**config.mk**
```make
export PLATFORM = sky130hd
export DESIGN_NAME = cpu_control_unit
export DESIGN_NICKNAME = d
export VERILOG_FILES = /design/src/rtl/cpu_control_unit.sv
export SDC_FILE = /design/constraint.sdc
export NUM_CORES = 1
export LEC_CHECK = 0
export ABC_CLOCK_PERIOD_IN_PS = 2670
export BUFFER_PORTS_ARGS = -buffer_cell sky130_fd_sc_hd__buf_2
export CORE_ASPECT_RATIO = 0.6
export CORE_MARGIN = 1.5
export CORE_UTILIZATION = 45
export DETAILED_ROUTE_END_ITERATION = 12
export GPL_TIMING_DRIVEN = 0
export PLACE_DENSITY = 0.75
export SETUP_SLACK_MARGIN = 0.2
export SLEW_MARGIN = 10
export SYNTH_ARGS = -nofsm -noshare
export SYNTH_HDL_FRONTEND = slang
export SYNTH_SLANG_ARGS = --single-unit
```
**constraint.sdc**
```tcl
create_clock -name clk -period 2.67 [get_ports clk]
set_input_delay 0.267 -clock clk [delete_from_list [all_inputs] [get_ports clk]]
set_output_delay 0.267 -clock clk [all_outputs]
set_load 0.02 [all_outputs]
```
**src/rtl/cpu_control_unit.sv**
```systemverilog
// rtl/cpu_control_unit.sv - multi-cycle fetch/decode/execute sequencer for the 8-bit CPU
module cpu_control_unit #(
    parameter int ADDR_SEL_W = 2,
    parameter int OPERAND_W  = 16
) (
    input  logic                  clk,
    input  logic                  rst,
    output logic                  mem_req,
    output logic                  mem_we,
    output logic [ADDR_SEL_W-1:0] mem_addr_sel,
    input  logic                  mem_ack,
    input  logic [7:0]            mem_rdata,
    output logic [7:0]            ir,
    output logic [OPERAND_W-1:0]  operand,
    output logic [7:0]            mdr,
    input  logic [1:0]            dec_length,
    input  logic                  dec_mem_read,
    input  logic                  dec_mem_write,
    input  logic                  dec_reg_write,
    input  logic                  dec_halt,
    input  logic                  dec_call,
    input  logic                  dec_ret,
    input  logic [1:0]            dec_pc_src,
    output logic                  pc_inc,
    output logic                  pc_load,
    output logic                  sp_push,
    output logic                  sp_pop,
    output logic                  alu_en,
    output logic                  reg_we,
    output logic                  halted,
    output logic [2:0]            state
);

    typedef enum logic [2:0] {
        FETCH     = 3'd0,
        DECODE    = 3'd1,
        OPERAND   = 3'd2,
        MEMACC    = 3'd3,
        EXECUTE   = 3'd4,
        WRITEBACK = 3'd5,
        HALT      = 3'd6,
        UNUSED    = 3'd7
    } state_t;

    state_t     cur;
    logic [1:0] byte_cnt;
    logic [1:0] eff_len;
    state_t     dispatch;

    // A zero length from the decoder still means a single opcode byte.
    assign eff_len  = (dec_length == 2'd0) ? 2'd1 : dec_length;
    assign dispatch = dec_halt ? HALT :
                      (dec_mem_read || dec_mem_write) ? MEMACC : EXECUTE;

    always_ff @(posedge clk) begin
        if (rst) begin
            cur      <= FETCH;
            ir       <= 8'h00;
            operand  <= '0;
            mdr      <= 8'h00;
            byte_cnt <= 2'd0;
        end else begin
            case (cur)
                FETCH: begin
                    if (mem_ack) begin
                        ir       <= mem_rdata;
                        byte_cnt <= 2'd1;
                        cur      <= DECODE;
                    end
                end
                DECODE: cur <= (eff_len > 2'd1) ? OPERAND : dispatch;
                OPERAND: begin
                    if (mem_ack) begin
                        if (byte_cnt == 2'd1)
                            operand[7:0] <= mem_rdata;
                        else if (byte_cnt == 2'd2)
                            operand[15:8] <= mem_rdata;
                        byte_cnt <= 2'(byte_cnt + 2'd1);
                        if (2'(byte_cnt + 2'd1) == eff_len)
                            cur <= dispatch;
                    end
                end
                MEMACC: begin
                    if (mem_ack) begin
                        // A write flag overrides a simultaneous read flag.
                        if (dec_mem_read && !dec_mem_write)
                            mdr <= mem_rdata;
                        cur <= EXECUTE;
                    end
                end
                EXECUTE:   cur <= dec_reg_write ? WRITEBACK : FETCH;
                WRITEBACK: cur <= FETCH;
                HALT:      cur <= HALT;
                default:   cur <= FETCH;
            endcase
        end
    end

    assign state        = cur;
    assign mem_req      = !rst && (cur == FETCH || cur == OPERAND || cur == MEMACC);
    assign mem_we       = !rst && (cur == MEMACC) && dec_mem_write;
    assign mem_addr_sel = (cur == MEMACC) ? ADDR_SEL_W'(1) : '0;
    assign pc_inc       = !rst && mem_ack && (cur == FETCH || cur == OPERAND);
    assign pc_load      = !rst && (cur == EXECUTE) && (dec_pc_src != 2'd0);
    assign sp_push      = !rst && (cur == EXECUTE) && dec_call;
    assign sp_pop       = !rst && (cur == EXECUTE) && dec_ret;
    assign alu_en       = !rst && (cur == EXECUTE);
    assign reg_we       = !rst && (cur == WRITEBACK);
    assign halted       = (cur == HALT);

endmodule

```
### Word-level counts from Yosys, hierarchy flattened

Cells that the tools add are included.

* register bits after elaboration: 37
* input bits: 21
* output and inout bits: 46
* logic and storage cells: 62

* add/subtract/negate cells: 1
* $lt $le $gt $ge: 1
* equal/unequal tests: 13
* multiplexer cells: 14
* bitwise logic cells: 1
* reductions and logical operators: 26

Operator list (number)
* 3-bit two-way mux: 8
* 3-bit case mux with 6 select lines: 1
* 1-bit logical AND: 11
* 3-bit == test (second input constant): 3
* 3-bit AND reduction: 3
* 2-bit != test (second input constant): 4
* 4-bit AND reduction: 2
* 3-bit by 2-bit == test with 1-bit output (second input constant): 2
* 2-bit two-way mux: 3
* 2-bit case mux with 2 select lines: 1
* 2-bit nonzero test: 2
* 3-bit by 1-bit == test with 1-bit output (second input constant): 1
* 3-bit logical NOT: 1
* 1-bit logical OR: 3
* 2-bit by 1-bit adder with 2-bit output (second input constant): 1
* 2-bit by 1-bit == test with 1-bit output (second input constant): 1
* 2-bit == test: 1
* 2-bit == test (second input constant): 1
* 2-bit by 1-bit greater-than comparator with 1-bit output (second input constant): 1
* 1-bit logical NOT: 2
* 2-bit logical NOT: 1
* 2-bit AND reduction: 1
* 1-bit two-way mux: 1
* 1-bit inverter: 1

### Logic depth before layout (Yosys ltp)

* word-level depth: 6
* mapped depth: 7
* gate-level depth less buffers: 7

### Worst setup path before layout

Ideal clock, no wire load.

* path type: reg2out
* start point: reg cur[0], in the netlist state[0]
* end point: out sp_pop
* arrival time: 1.677 ns
* data required time: 2.403 ns
* slack: 0.726 ns
* stages on the path, launching flop included: 5
* path buffers: 2
* cells stage by stage: dfxtp_1 > buf_4 > buf_2 > nor3_1 > and2_1

* word-level cells in the longest chain between the ends: 3

Ends and longest elaborated chain
* from (decl): RTL line 45 `state_t cur;`
* from (signal assigned): RTL line 71 `DECODE: cur <= (eff_len > 2'd1) ? OPERAND : dispatch;`
* from (signal assigned): RTL line 80 `cur <= dispatch;`
* from (signal assigned): RTL line 91 `EXECUTE: cur <= dec_reg_write ? WRITEBACK : FETCH;`
* 3-bit == test
* 1-bit logical AND
* via alu_en: RTL line 28 `output logic alu_en,`
* 1-bit logical AND: RTL line 106 `assign sp_pop = !rst && (cur == EXECUTE) && dec_ret;`
* to (decl): RTL line 27 `output logic sp_pop,`

The timed path passes the listed nets, and every way through them passes these cells.

### Worst setup path in the final report

* start point: reg byte_cnt[0]
* end point: reg cur[1], in the netlist state[1]

* word-level cells in the longest chain between the ends: 4

Ends and longest elaborated chain
* from (decl): RTL line 46 `logic [1:0] byte_cnt;`
* from (signal assigned): RTL line 78 `byte_cnt <= 2'(byte_cnt + 2'd1);`
* 2-bit by 1-bit adder with 2-bit output: RTL line 79 `if (2'(byte_cnt + 2'd1) == eff_len)`
* 2-bit == test: RTL line 79
* 2-bit != test (no line)
* 4-bit AND reduction (no line)

Every way passes these cells.
A chain may end at the register's enable or synchronous reset.

==> impl_metrics.tcl <==
set metrics [dict create \
    timing.rr.start "byte_cnt[0]" \
    globalRouteOverflowTotal 0 \
    drive_gt1_share_pct 31.8 \
    place.gp.congestion 0.911 \
    min-delay-start "mem_rdata[5]" \
    worst_pin_slew_ns 0.608 \
    min_period_over_period_pct 82.5 \
    leakagePower_nw 1.05 \
    routedWlPerCell_um 13.6 \
    placed_cells 304 \
    yosysMostFrequentCell "dfxtp_1" \
    drc 0 \
    drt_first_pass_iters 4 \
    first_iter_violations 140 \
    yosysTopAreaCell "dfxtp_1" \
    timing.max_cap.violations 0 \
    max_freq_mhz 454 \
    r2r_end "state[1]" \
    antenna_cells 0 \
    post_cts_buffers 0 \
    slew_headroom_pct 59.3 \
    fin_area_um2 2150 \
    num-nets-final 289 \
    dieArea_um2 4130 \
    place_ws_ns 0.605 \
    setup_ws_ns 0.466 \
    hold_ws_ns 0.262 \
    async_reset_ff_share_pct 0 \
    syn_area_um2 1690 \
    required_ns 2.86 \
    final_cells 312 \
    grt_pass1_vias 1349 \
    syn_to_final_growth_pct 27.5 \
    via_per_inst 5.13 \
    drv_slew 0 \
    grt_max_degree 12 \
    ant_nets 0 \
    rr_worst_depth 7 \
    synthCells 194 \
    place_area_um2 2070 \
    cts_tree "built" \
    yosysWarnings 0 \
    setup_tns_ns 0 \
    dpl.hpwl_mm 3.18 \
    worstPathArrival_ns 2.40 \
    floorplan.initialDensity_pct 49.2 \
    yosysUniqueCellTypes 33 \
    ys_seq_area_share_pct 43.9 \
    ys_seq_elements 37 \
    htreeDepth 2 \
    crit_type "reg -> reg" \
    hold_path_class "in -> reg" \
    clockRootBuffer "clkbuf_8" \
    grt_pass1_wl_mm 6.73 \
    worstSkewPairLatency_ns 0.29 \
    finalHoldViolations 0 \
    reg2reg_slack_ns 0.47 \
    coreArea_um2 3420 \
    critical_path.max_fanout 7 \
    totalWireLength_mm 4.23 \
    setup_viol 0 \
    cts_buffers 5 \
    nFillCells 302 \
    clock_sinks 37 \
    num_vias 1600 \
    ctsResizeCount 0 \
    boundaryPins 67 \
    synth_area_leaders "dfxtp_1, mux2i_1, a21oi_1" \
    cts.reportedPaths.clkPinSlew_ns 0.08 \
    cp-start-kind "flip-flop" \
    synth.avg_cell_area_um2 8.69 \
    hold_depth 3 \
    min_to "ir[5]" \
    rsz0062_at_grt "no" \
    startpoint "byte_cnt[0]" \
    rows 16 \
    min_period_ns 2.20 \
    syn_nets 217 \
    die_h_um 50.4 \
    hold_buffers 0 \
    synth_common_cells "dfxtp_1, nand2_1, nor2_1, a21oi_1, mux2i_1" \
    clock_skew_ns 0.00827 \
    die_w_um 82.0 \
    powerDensity_nw_per_um2 691 \
    port-buffer-count 65 \
    synthFlopType "dfxtp_1" \
    ir_worst_vdd_mv 0.356 \
    clockBufferDepth 2 \
    grt.total_usage_pct 22.1 \
    synth_edf_count 0 \
    antenna_found_initial 0 \
    crit_path_end_kind "flip-flop" \
    status "complete, no violations" \
    synthDominantCellAreaShare_pct 43.9 \
]
==> placed cells by master (no fill, tap or decap), drive strengths merged, types with 5 or more instances in the layout <==
cell and instances:
nand3 8, nand2 29, nor2 26, dfxtp 37
clkbuf 11, mux2i 16, buf 72, a21oi 22
nor3 5, a211oi 6
==> cell families (layout without fill, tap and decap cells) <==
family | count (synthesis) | in the layout | share of synthesized area (%)
simple gates | 88 | 88 | 28.1
fa+ha+maj | 2 | 2 | 1.48
flops | 37 | 37 | 43.9
compound gates | 34 | 34 | 11.7
buf+inv | 16 | 89 | 5.05
other cells | 1 | 1 | 0.223
mux | 16 | 16 | 9.50
==> registers in the layout, indices dropped and copies added (netlist names) <==
| signal | cells |
|---|---|
| state | 3 |
| byte_cnt | 2 |
| mdr | 8 |
| ir | 8 |
| operand | 16 |
==> power breakdown <==
group	internal, mW	switching, mW	total [mW]
clock	0.181	0.190	0.370
combinational	0.177	0.313	0.491
sequential	0.593	0.0322	0.626
==> stage by stage <==
stage	total power, mW	utilization, %
final	1.49	62.8
after global routing	1.57	62.8
after CTS	1.49	62.8
after detailed placement	1.12	60.4
after global placement	1.12	60.4
after floorplan	0.981	-
==> layer usage <==
metal / global-route usage [%] / routed length (um)
met1: 35.5 / 2270
met2: 26.9 / 1530
met3: 8.36 / 409
met4: 4.24 / 17
met5: 0 / 0
==> worst max-delay path by stage <==
stage | to | slack, ns | cells after the start
after floorplan | sp_pop | 0.73 | 4
after global routing | state[1] | 0.24 | 7
final | state[1] | 0.47 | 7
after global placement | state[1] | 0.58 | 7
after detailed placement | state[1] | 0.60 | 7
after CTS | state[1] | 0.57 | 7
==> cell type report <==
cell class	count	area [um2]	area share [%]
multi-input cells	141	860	40.0
flip-flops and latches	37	741	34.5
repair buffers	65	325	15.1
clock buffers	6	72.6	3.38
plain buffers	12	70.1	3.26
well taps	45	56.3	2.62
inverters	4	15.0	0.698
clock inverters	2	10.0	0.466
==> worst max-delay path: stages (launching register included) <==
cell and delay [ns]:
dfxtp_1 0.47, inv_1 0.08, ha_1 0.34, nor4bb_1 0.27, a211oi_1 0.10, a211oi_1 0.42
o21ai_0 0.17, a21oi_1 0.25
Power figures use the tool's default switching activity.
